[src/rtl/uart_tx_pkg.sv]
// rtl/uart_tx_pkg.sv - shared types and constants for the memory-mapped UART transmitter
package uart_tx_pkg;

    // Transmitter FSM states; PARITY is only entered when parity is built in
    typedef enum logic [2:0] {
        IDLE   = 3'd0,
        START  = 3'd1,
        DATA   = 3'd2,
        PARITY = 3'd3,
        STOP   = 3'd4
    } tx_state_e;

    // STATUS register bit positions
    localparam int ST_FULL  = 0;
    localparam int ST_EMPTY = 1;
    localparam int ST_BUSY  = 2;
    localparam int ST_OVF   = 3;
    localparam int ST_PAR   = 4;

    // Default register word addresses
    localparam logic [31:0] DEF_DATA_ADDR   = 32'h1001_0024;
    localparam logic [31:0] DEF_STATUS_ADDR = 32'h1001_0028;

    // Even parity bit for one data byte (XOR of all bits)
    function automatic logic even_parity(input logic [7:0] b);
        return ^b;
    endfunction

endpackage

[src/rtl/sync_fifo.sv]
// rtl/sync_fifo.sv - single-clock FIFO with wrap-bit pointers and push-on-full-with-pop support
module sync_fifo #(
    parameter int WIDTH = 8,
    parameter int DEPTH = 4
) (
    input  logic             clk,
    input  logic             rst_n,
    input  logic             i_push,
    input  logic [WIDTH-1:0] i_wdata,
    input  logic             i_pop,
    output logic [WIDTH-1:0] o_rdata,
    output logic             o_full,
    output logic             o_empty
);

    localparam int AW = (DEPTH > 1) ? $clog2(DEPTH) : 1;

    logic [WIDTH-1:0] r_mem [DEPTH];
    logic [AW:0]      r_wr_ptr;
    logic [AW:0]      r_rd_ptr;
    logic             w_do_push;
    logic             w_do_pop;

    // A pop frees the slot a same-cycle push needs, so full only blocks a lone push
    assign w_do_pop  = i_pop & ~o_empty;
    assign w_do_push = i_push & (~o_full | w_do_pop);

    assign o_empty = (r_wr_ptr == r_rd_ptr);
    assign o_full  = (r_wr_ptr[AW] != r_rd_ptr[AW]) &&
                     (r_wr_ptr[AW-1:0] == r_rd_ptr[AW-1:0]);
    assign o_rdata = r_mem[r_rd_ptr[AW-1:0]];

    // Pointer update; the extra MSB distinguishes full from empty
    always_ff @(posedge clk or negedge rst_n) begin
        if (!rst_n) begin
            r_wr_ptr <= '0;
            r_rd_ptr <= '0;
        end else begin
            if (w_do_push) r_wr_ptr <= r_wr_ptr + 1'b1;
            if (w_do_pop)  r_rd_ptr <= r_rd_ptr + 1'b1;
        end
    end

    // Storage array; contents need no reset since the pointers gate visibility
    always_ff @(posedge clk) begin
        if (w_do_push) r_mem[r_wr_ptr[AW-1:0]] <= i_wdata;
    end

endmodule

[src/rtl/mmio_uart_tx.sv]
// rtl/mmio_uart_tx.sv - memory-mapped 8N1 UART transmitter with FIFO; UART_TX_PARITY_EN adds even parity
module mmio_uart_tx
    import uart_tx_pkg::*;
#(
    parameter int          CLKS_PER_BIT = 434,
    parameter int          FIFO_DEPTH   = 4,
    parameter logic [31:0] DATA_ADDR    = DEF_DATA_ADDR,
    parameter logic [31:0] STATUS_ADDR  = DEF_STATUS_ADDR
) (
    input  logic        clk,
    input  logic        reset,
    input  logic [31:0] Address,
    input  logic [31:0] WriteData,
    input  logic        MemWrite,
    input  logic        MemRead,
    output logic [31:0] ReadData,
    output logic        Hit,
    output logic        TxD,
    output logic        Busy
);

    localparam int CW = $clog2(CLKS_PER_BIT);

`ifdef UART_TX_PARITY_EN
    localparam logic PAR_PRESENT = 1'b1;
`else
    localparam logic PAR_PRESENT = 1'b0;
`endif

    tx_state_e   r_state;
    tx_state_e   w_state_n;
    logic [CW-1:0] r_cnt;
    logic [CW-1:0] w_cnt_n;
    logic [2:0]  r_idx;
    logic [2:0]  w_idx_n;
    logic [7:0]  r_shift;
    logic [7:0]  w_shift_n;
    logic        r_parity;
    logic        w_parity_n;
    logic        r_txd;
    logic        w_txd_n;
    logic        r_ovf;

    logic        w_hit_data;
    logic        w_hit_status;
    logic        w_push_req;
    logic        w_status_rd;
    logic        w_pop;
    logic        w_ovf_set;
    logic        w_bit_end;
    logic [7:0]  w_fifo_rdata;
    logic        w_full;
    logic        w_empty;
    logic [31:0] w_status;
    logic        w_unused_wdata;

    assign w_hit_data   = (Address == DATA_ADDR);
    assign w_hit_status = (Address == STATUS_ADDR);
    assign Hit          = w_hit_data | w_hit_status;
    assign w_push_req   = MemWrite & w_hit_data;
    assign w_status_rd  = MemRead & w_hit_status;
    assign w_ovf_set    = w_push_req & w_full & ~w_pop;
    assign w_bit_end    = (r_cnt == CW'(CLKS_PER_BIT - 1));
    assign w_unused_wdata = ^WriteData[31:8];

    sync_fifo #(
        .WIDTH (8),
        .DEPTH (FIFO_DEPTH)
    ) u_fifo (
        .clk     (clk),
        .rst_n   (reset),
        .i_push  (w_push_req),
        .i_wdata (WriteData[7:0]),
        .i_pop   (w_pop),
        .o_rdata (w_fifo_rdata),
        .o_full  (w_full),
        .o_empty (w_empty)
    );

    // Next-state logic: baud counting, bit sequencing and FIFO pops
    always_comb begin
        w_state_n  = r_state;
        w_cnt_n    = r_cnt + CW'(1);
        w_idx_n    = r_idx;
        w_shift_n  = r_shift;
        w_parity_n = r_parity;
        w_pop      = 1'b0;
        case (r_state)
            IDLE: begin
                w_cnt_n = '0;
                if (!w_empty) begin
                    w_pop      = 1'b1;
                    w_shift_n  = w_fifo_rdata;
                    w_parity_n = even_parity(w_fifo_rdata);
                    w_state_n  = START;
                end
            end
            START: begin
                if (w_bit_end) begin
                    w_cnt_n   = '0;
                    w_idx_n   = 3'd0;
                    w_state_n = DATA;
                end
            end
            DATA: begin
                if (w_bit_end) begin
                    w_cnt_n = '0;
                    if (r_idx == 3'd7) begin
`ifdef UART_TX_PARITY_EN
                        w_state_n = PARITY;
`else
                        w_state_n = STOP;
`endif
                    end else begin
                        w_shift_n = {1'b0, r_shift[7:1]};
                        w_idx_n   = r_idx + 3'd1;
                    end
                end
            end
`ifdef UART_TX_PARITY_EN
            PARITY: begin
                if (w_bit_end) begin
                    w_cnt_n   = '0;
                    w_state_n = STOP;
                end
            end
`endif
            STOP: begin
                if (w_bit_end) begin
                    w_cnt_n = '0;
                    // Chain straight into the next frame when data is waiting
                    if (!w_empty) begin
                        w_pop      = 1'b1;
                        w_shift_n  = w_fifo_rdata;
                        w_parity_n = even_parity(w_fifo_rdata);
                        w_state_n  = START;
                    end else begin
                        w_state_n = IDLE;
                    end
                end
            end
            default: begin
                w_cnt_n   = '0;
                w_state_n = IDLE;
            end
        endcase
    end

    // Line level for the coming cycle, derived from the state being entered
    always_comb begin
        w_txd_n = 1'b1;
        case (w_state_n)
            START:   w_txd_n = 1'b0;
            DATA:    w_txd_n = w_shift_n[0];
            PARITY:  w_txd_n = w_parity_n;
            default: w_txd_n = 1'b1;
        endcase
    end

    // FSM and datapath registers; TxD is registered so the line never glitches
    always_ff @(posedge clk or negedge reset) begin
        if (!reset) begin
            r_state  <= IDLE;
            r_cnt    <= '0;
            r_idx    <= 3'd0;
            r_shift  <= 8'd0;
            r_parity <= 1'b0;
            r_txd    <= 1'b1;
        end else begin
            r_state  <= w_state_n;
            r_cnt    <= w_cnt_n;
            r_idx    <= w_idx_n;
            r_shift  <= w_shift_n;
            r_parity <= w_parity_n;
            r_txd    <= w_txd_n;
        end
    end

    // Sticky overflow: cleared by a STATUS read unless a new drop happens that cycle
    always_ff @(posedge clk or negedge reset) begin
        if (!reset) begin
            r_ovf <= 1'b0;
        end else begin
            r_ovf <= w_ovf_set | (r_ovf & ~w_status_rd);
        end
    end

    // STATUS word assembled from live state
    always_comb begin
        w_status           = '0;
        w_status[ST_FULL]  = w_full;
        w_status[ST_EMPTY] = w_empty;
        w_status[ST_BUSY]  = (r_state != IDLE);
        w_status[ST_OVF]   = r_ovf;
        w_status[ST_PAR]   = PAR_PRESENT;
    end

    assign ReadData = w_status_rd ? w_status : 32'd0;
    assign TxD      = r_txd;
    assign Busy     = (r_state != IDLE) | ~w_empty;

endmodule
[config.mk]
export PLATFORM = sky130hd
export DESIGN_NAME = mmio_uart_tx
export DESIGN_NICKNAME = d
export VERILOG_FILES = /design/src/rtl/uart_tx_pkg.sv /design/src/rtl/sync_fifo.sv /design/src/rtl/mmio_uart_tx.sv
export SDC_FILE = /design/constraint.sdc
export NUM_CORES = 1
export LEC_CHECK = 0
export ABC_AREA = 1
export CAP_MARGIN = 30
export CORE_MARGIN = 10
export CORE_UTILIZATION = 35
export CTS_CLUSTER_SIZE = 24
export DETAILED_ROUTE_END_ITERATION = 8
export DONT_BUFFER_PORTS = 1
export GPL_TIMING_DRIVEN = 0
export HOLD_SLACK_MARGIN = 0.12
export RECOVER_POWER = 100
export SYNTH_ARGS = -nofsm -noshare
export SYNTH_HDL_FRONTEND = slang
export SYNTH_SLANG_ARGS = --single-unit
export TNS_END_PERCENT = 1
[constraint.sdc]
create_clock -name clk -period 4.3 [get_ports clk]
set_input_delay 0.645 -clock clk [delete_from_list [all_inputs] [get_ports clk]]
set_output_delay 0.645 -clock clk [all_outputs]
set_load 0.1 [all_outputs]
Yosys cells after proc, flatten, opt, wreduce, memory -nomap -nowiden
Memory sizes are Yosys's and may differ from the RTL's.
Index checks and enable logic that the tools add are counted.
{ "totals": {"wordCells": 84, "mem_count": 1, "ramBits": 32, "inputBits": 68, "out_inout_bits": 35, "register_bits": 32} }
{ "classes": {"n_eq_ne": 17, "reduce_logical": 9, "addsub": 4, "n_bitwise": 15, "n_mux": 28} }
{ "mem_list": {"columns": ["name", "words", "width", "rd", "rd_ports_with_merged_regs", "write_ports", "line", "text"], "rows": [
  ["u_fifo.r_mem", 4, 8, 1, 0, 1, "sync_fifo.sv:18", "logic [WIDTH-1:0] r_mem [DEPTH];"]
]} }
{ "ops": {"columns": ["op", "count"], "rows": [
  ["32-bit by 29-bit equality test with 1-bit output, second input constant", 2],
  ["8-bit two-way mux", 4],
  ["3-bit two-way mux", 8],
  ["8-bit case mux with 3 select lines", 1],
  ["9-bit two-way mux", 2],
  ["3-bit case mux with 4 select lines", 1],
  ["3-bit by 1-bit adder with 3-bit output, second input constant", 3],
  ["9-bit by 1-bit adder with 9-bit output, second input constant", 1],
  ["3-bit by 2-bit equality test with 1-bit output, second input constant", 3],
  ["9-bit equality test, second input constant", 1],
  ["2-bit != test, second input constant", 4],
  ["4-bit AND reduction", 2],
  ["8-bit XOR reduction", 1],
  ["1-bit bitwise AND", 7],
  ["1-bit two-way mux", 7],
  ["3-bit by 1-bit equality test with 1-bit output, second input constant", 2],
  ["3-bit equality test, second input constant", 2],
  ["3-bit case mux with 2 select lines", 1],
  ["3-bit nonzero test", 2],
  ["4-bit two-way mux", 1],
  ["1-bit NOT", 4],
  ["1-bit OR", 4],
  ["1-bit case mux with 2 select lines", 2],
  ["3-bit equality test", 1],
  ["other kinds (7)", 7]
]} }

Logic depth before layout (Yosys ltp)
Gate-level depths: netlist of the first run.
{ "depth": {"depth_word": 9, "depth_mapped": 12, "ltp_nobuf": 12} }

Hierarchy
From an unflattened synthesis of the first run, not the netlist that was laid out.
{ "unflattened": {"hier_cells": 359, "area_unflattened_um2": 3357.0} }
{ "by_module_without_submodules": {"columns": ["module", "cells_each", "area_each_um2", "seq_area_each_um2", "n_inst"], "rows": [
  ["mmio_uart_tx", 222, 1695.4, 626.9, 1],
  ["sync_fifo", 137, 1661.6, 1111.1, 1]
]} }

Worst setup path after synthesis of the first run
OpenSTA, ideal clock, no wires.
{ "synth_path": {"path_type": "in2out", "from": "input Address[4]", "to": "output Hit", "arrival_time_ns": 3.210, "stages": 3, "slack_ns": 0.445, "required_ns": 3.655, "path_cell_list": "nor4_1 nand3_1 o21ai_0"} }
{ "synth_via": {"elab_chain_len": 2} }
{ "synth_rtl": {"columns": ["item", "line", "text"], "rows": [
  ["start, declared", "mmio_uart_tx.sv:12", "input logic [31:0] Address,"],
  ["32-bit by 29-bit equality test with 1-bit output, on equally long branches", "mmio_uart_tx.sv:57, mmio_uart_tx.sv:58", null],
  ["1-bit OR *", "mmio_uart_tx.sv:59", "assign Hit = w_hit_data | w_hit_status;"],
  ["end, declared", "mmio_uart_tx.sv:17", "output logic Hit,"]
]} }
Every way passes the cells marked *; elsewhere a longest branch is shown, timed or not.

Worst setup path after layout of the first run
Ends and elaborated chain as after synthesis.

==> reports/results.ini, run 1 <==
[status]
status = finished with violations
violations = max-capacitance violations, max-slew violations

[global_routing]
first_global_vias = 2286
gr-total-overflow = 0
groute.usage.overall = 0.100
antenna_found_initial = 0
grt_pass1_wl_um = 10800
grt_start_max_net_pins = 31

[sta]
worst_pin_slew_ns = 1.66
post-route-min-period_ns = 2.92
final_min_period_over_clock_period = 0.678
setup_viol = 0
hold_viol_final = 0
slew_violations = 31
max_clock_freq_ghz = 0.343
rsz0062_at_grt = no
clock_skew_ns = 0.00976
slew-limit-headroom = -0.106
finalSetupTns_ns = 0

[drt]
wl_um = 6680
drc = 0
drt-initial-drc-count = 64
drt-pass1-iter-count = 5
vias_per_cell = 4.30
wl_per_cell_um = 12.6
ant_nets = 0
vias = 2277

[critical_path]
crit_fanout = 2
critPathSlowestCell = clkbuf_1
cp.arrival_ns = 2.27
cp_top_family = buffers and inverters
critical_path_required_ns = 3.65
critPathCaptureType = primary output
crit_path_start_kind = input pin
slowest_delay_ns = 0.87
path_buf_inv = 1
criticalPathCategory = input pin to primary output
crit_chain = nor4_1 -> nand4_1 -> nor2_1 -> nand2_1 -> o21ai_2 -> clkbuf_1

[floorplanning]
core_area_mm2 = 0.00924
num_rows = 35
dieWidth_um = 117
start_util = 0.359
dieArea_mm2 = 0.0138
num_io_pins = 103
die_y_um = 117

[synth]
synth_warnings = 0
ys_top_cells_by_count = nand2_1 (80), nor2_1 (37), nand3_1 (34)
syn-cell-area_mm2 = 0.00331
synth_area_leaders = edfxtp_1 (29%), dfrtp_1 (23%), nand2_1 (9.1%)
async_flop_share = 0.492
synth_top_area_share = 0.290
synth_area_leader_cell = edfxtp_1
ys_seq_area_frac = 0.525
ys_ff_latch = 63
synth_cell_type_count = 37
synth_edf_count = 32
syn_inst = 351
yosys_most_used_dff = edfxtp_1
yosysMostFrequentCell = nand2_1
syn_avg_cell_area_um2 = 9.44

[finish]
regArea_mm2 = 0.00174
nFillCells = 899
multi_input_area_mm2 = 0.00123
num-nets-final = 473
drive_above_1_share = 0.157
syn2layout_area_growth_pct = 15.4
final_area_mm2 = 0.00382
diodes = 0

[run]
max_cap_viol_count = 1

[pwr]
ir_drop_mv = 0.245
power_density_mw_per_mm2 = 338
leakage_uw = 0.00172

[clocking]
clock-sinks = 63
ctsLongestPathBuffers = 2
clk_pin_slew_ns = 0.07
postCtsSetupBuffers = 0
cts_root_buf = clkbuf_8
cts_made_buffers = 9
cts_resized = 0
cts_tree = done
cts-htree-levels = 3
insertion_delay_ns = 0.34

[place]
dpl_cell_area_mm2 = 0.00370
hpwl_um = 5130
gp_congestion = 0.774
portBuffers = 0

[hold_path]
hold_path.class = input pin to asynchronous set/reset pin

[kinds of logic after synthesis]
family / count (synthesis) / synth area share
AND/OR/NAND/NOR: 179 / 0.258
buffers and inverters: 67 / 0.115
flip-flops: 63 / 0.525
AO/OA/AOI/OAI: 23 / 0.0430
XOR/XNOR: 9 / 0.0238
adder cells (fa/ha/maj): 9 / 0.0340
other: 1 / 0.00113
[final timing paths]
check	cells past startpoint	startpoint	end	slack [ns]
max	6	Address[4]	Hit	1.38
min	0	reset	TxD$_DFF_PN1_	0.15
max reg2reg	10	r_cnt[1]$_DFF_PN0_	u_fifo.r_mem[3][1]$_DFFE_PP_	1.56
min reg2reg	2	r_ovf$_DFF_PN0_	r_ovf$_DFF_PN0_	0.48
max in group asynchronous	2	reset	r_shift[1]$_DFFE_PN0P_	2.06
min in group clk	0	WriteData[6]	u_fifo.r_mem[2][6]$_DFFE_PP_	0.40
[report_power, final]
group	leakage (µW)	total (µW)	switching [µW]	internal (µW)
combinational	0.000944	139	118	20.6
sequential	0.000673	634	0.000000483	634
clock	0.0000987	519	245	274
total	0.00172	1290	364	928
[registers in the layout, summed over array words and instances (netlist names)]
register         cells
TxD                  1
r_cnt                9
r_idx                3
r_ovf                1
r_shift              8
r_state              3
u_fifo.r_mem        32
u_fifo.r_rd_ptr      3
u_fifo.r_wr_ptr      3
[metrics by stage]
step | instances | hold slack (ns) | total power [µW] | setup WS, ns | utilization
final | 530 | 0.148 | 1290 | 1.38 | 0.414
after CTS | 530 | 0.124 | 1310 | 1.56 | 0.426
after global placement | 507 | 0.351 | 777 | 0.313 | 0.387
after floorplan | 378 | 0.349 | 777 | 0.445 | -
after detailed placement | 512 | 0.351 | 777 | 1.56 | 0.401
after global routing | 530 | 0.122 | 1350 | 1.26 | 0.414
[metal layers]
metal / up-vias / track usage / part of all wire
met5: - / 0 / 0
met4: 0 / 0.0198 / 0.0025
li1: 1183 / - / -
met1: 1030 / 0.109 / 0.40
met2: 62 / 0.176 / 0.51
met3: 2 / 0.0449 / 0.085
[cells in the final DEF, fill, tap and decap left out, types with 2 or more instances in the layout]
master     n
nand2_1   83
nand4_1    2
dfrtp_1   30
nand3_1   35
nor2_1    40
buf_16     3
buf_2      3
nand2_2    4
nor3_1     4
o21ai_0   10
xor2_1     4
nand3b_1   3
nor4_1     2
conb_1    28
clkbuf_1   2
xnor2_1    5
o21ai_2    2
clkbuf_8   9
inv_1     32
inv_6      4
nor3b_1    2
o211ai_1   6
edfxtp_1  32
a21oi_1    2
buf_6      2
ha_1       9
buf_4     29
[area by class of cell]
| type | instances | share of cell area |
|---|---|---|
| Buffer | 34 | 0.0668 |
| Clock buffer | 9 | 0.0324 |
| Clock inverter | 7 | 0.0200 |
| Inverter | 33 | 0.0330 |
| Multi-Input combinational cell | 248 | 0.321 |
| Sequential cell | 63 | 0.455 |
| Tap cell | 129 | 0.0422 |
| Timing Repair Buffer | 7 | 0.0301 |
[what timing repair did]
item,in CTS,in global routing
hold buffers,2,0
endpoints found under the setup margin,0,0
endpoints found under the hold margin,30,0
Power figures use the tool's default switching activity.
==> inputs of run 2 (changes only) <==
clock period = 2.6 ns   (was 4.3 ns; I/O delays follow)
==> reports/results.ini, run 2 (synthesis results as in run 1) <==
[status]
status = finished with violations
violations = max-capacitance violations, max-slew violations

[sta]
finalSetupTns_ns = 0  ; unchanged
worst_pin_slew_ns = 1.66  ; +0.00339 ns
clock_skew_ns = 0.0138  ; +0.00408 ns
whs_ns = 0.144  ; -0.00441 ns
slew-limit-headroom = -0.109  ; -0.00226
slew_violations = 32  ; +3.2%
max_clock_freq_ghz = 0.412
post-route-min-period_ns = 2.43
setup_viol = 0  ; unchanged
hold_viol_final = 0  ; unchanged
final_min_period_over_clock_period = 0.934
rsz0062_at_grt = yes

[place]
portBuffers = 0  ; unchanged
dpl_cell_area_mm2 = 0.00371  ; +0.34%
gp_congestion = 0.765  ; -1.3%
hpwl_um = 5090  ; -0.66%

[critical_path]
cp.arrival_ns = 2.40  ; +0.13 ns
criticalPathCategory = flip-flop to flip-flop
crit_path_start_kind = flip-flop
critPathCaptureType = flip-flop
crit_fanout = 9  ; +7
critical_path_required_ns = 2.57  ; -1.08 ns

[floorplanning]
num_io_pins = 103  ; unchanged
core_area_mm2 = 0.00924  ; unchanged
num_rows = 35  ; unchanged
start_util = 0.359  ; unchanged
dieWidth_um = 117  ; unchanged
die_y_um = 117  ; unchanged
dieArea_mm2 = 0.0138  ; unchanged

[global_routing]
grt_start_max_net_pins = 32  ; +3.2%
gr-total-overflow = 0  ; unchanged
groute.usage.overall = 0.101  ; +0.00118
antenna_found_initial = 0  ; unchanged
first_global_vias = 2326  ; +1.7%
grt_pass1_wl_um = 10900  ; +1.1%

[drt]
drt-initial-drc-count = 50  ; -22%
vias_per_cell = 4.30  ; +0.17%
vias = 2298  ; +0.92%
drt-pass1-iter-count = 4  ; -1
ant_nets = 0  ; unchanged
wl_per_cell_um = 12.4  ; -1.8%
drc = 0  ; unchanged
wl_um = 6600  ; -1.1%

[clocking]
postCtsSetupBuffers = 0  ; unchanged
clock-sinks = 63  ; unchanged
cts_tree = done
clk_pin_slew_ns = 0.08  ; about the same
cts_made_buffers = 9  ; unchanged
cts-htree-levels = 3  ; unchanged
ctsLongestPathBuffers = 2  ; unchanged
cts_root_buf = clkbuf_8
insertion_delay_ns = 0.34  ; about the same

[finish]
num-nets-final = 477  ; +0.85%
final_area_mm2 = 0.00400  ; +4.5%
drive_above_1_share = 0.198  ; +0.0404
mostFrequentLayoutCell = nand2_1
syn2layout_area_growth_pct = 20.7
most-common-layout-cells = nand2_1 (79), nand3_1 (34), nor2_1 (33)
diodes = 0  ; unchanged
largest_reg_flops = 32  ; unchanged

[pwr]
power_density_mw_per_mm2 = 561  ; +66%
ir_drop_mv = 0.393  ; +60%
leakage_uw = 0.00179  ; +4.5%

[run]
max_cap_viol_count = 1  ; unchanged

[hold_path]
hold_path.class = input pin to flip-flop

[run 2: changes by cell type in the layout (fill, tap and decap cells not counted), moves of 4 or more]
| cell | before | now |
|---|---|---|
| nor2_2 | 0 | 4 |
| nand2_1 | 83 | 79 |
| dlygate4sd3_1 | 1 | 5 |
| nor2_1 | 40 | 33 |
[run 2: metal layers]
metal / GRT usage / vias to the layer above / part of all wire
li1: - / 1190 / -
met1: 0.113 / 1045 / 0.40
met2: 0.175 / 55 / 0.51
met3: 0.0372 / 8 / 0.075
met4: 0.0346 / 0 / 0.012
met5: 0 / - / 0
[run 2: cell type report]
class	instances	area [µm²]
inverter	33	126
tap	129	161
clock buffer	9	124
sequential	63	1740
fill	885	5240
clock inverter	7	103
buffer	34	255
timing repair buffer	11	179
multi-input combinational	248	1310
[run 2: stage by stage]
stage	std cells	total power (µW)	setup slack, ns	util
after global placement	507	1280	-0.381	0.387
after floorplan	378	1280	-0.150	-
final	534	2240	0.173	0.433
after global routing	534	2320	-0.0642	0.433
after detailed placement	512	1290	0.147	0.402
after CTS	530	2260	0.109	0.430
[run 2: worst max-delay path, cell delays in order (launching register included)]
cell,delay [ns]
dfrtp_1,0.40
inv_1,0.06
ha_1,0.14
nand2_1,0.06
nor3_2,0.17
nand2_4,0.14
nand2_4,0.10
nand2_4,0.08
nand2_2,0.11
nand3_4,0.13
nor2_1,0.65
[run 2: worst paths after layout]
check | slack, ns | cells after the start | start | to
max | 0.17 | 10 | r_cnt[1]$_DFF_PN0_ | u_fifo.r_mem[1][1]$_DFFE_PP_
min | 0.14 | 0 | WriteData[3] | u_fifo.r_mem[3][3]$_DFFE_PP_
max reg2reg | 0.17 | 10 | r_cnt[1]$_DFF_PN0_ | u_fifo.r_mem[1][1]$_DFFE_PP_
min reg2reg | 0.48 | 2 | r_idx[2]$_DFFE_PN0P_ | r_idx[2]$_DFFE_PN0P_
max in group asynchronous | 0.59 | 2 | reset | r_shift[1]$_DFFE_PN0P_
min in group asynchronous | 1.03 | 2 | reset | r_cnt[8]$_DFF_PN0_
[run 2: timing repair]
action                                  in CTS  in global routing
endpoints found under the setup margin       0                 25
resized for setup                            0                  1
hold buffers                                 2                  4
endpoints found under the hold margin       31                 13
[run 2: power by group]
part	total (µW)	internal (µW)	leakage [µW]	switching, µW
logic	236	38.2	0.00101	198
clock network	959	549	0.000110	410
registers	1050	1050	0.000673	0.000000820
total	2240	1640	0.00179	608
==> inputs of run 3 (changes only) <==
CTS_CLUSTER_SIZE = not set   (was 24)
==> results of run 3 <==
No change in the layout: final DEF, timing and power equal those of run 2.
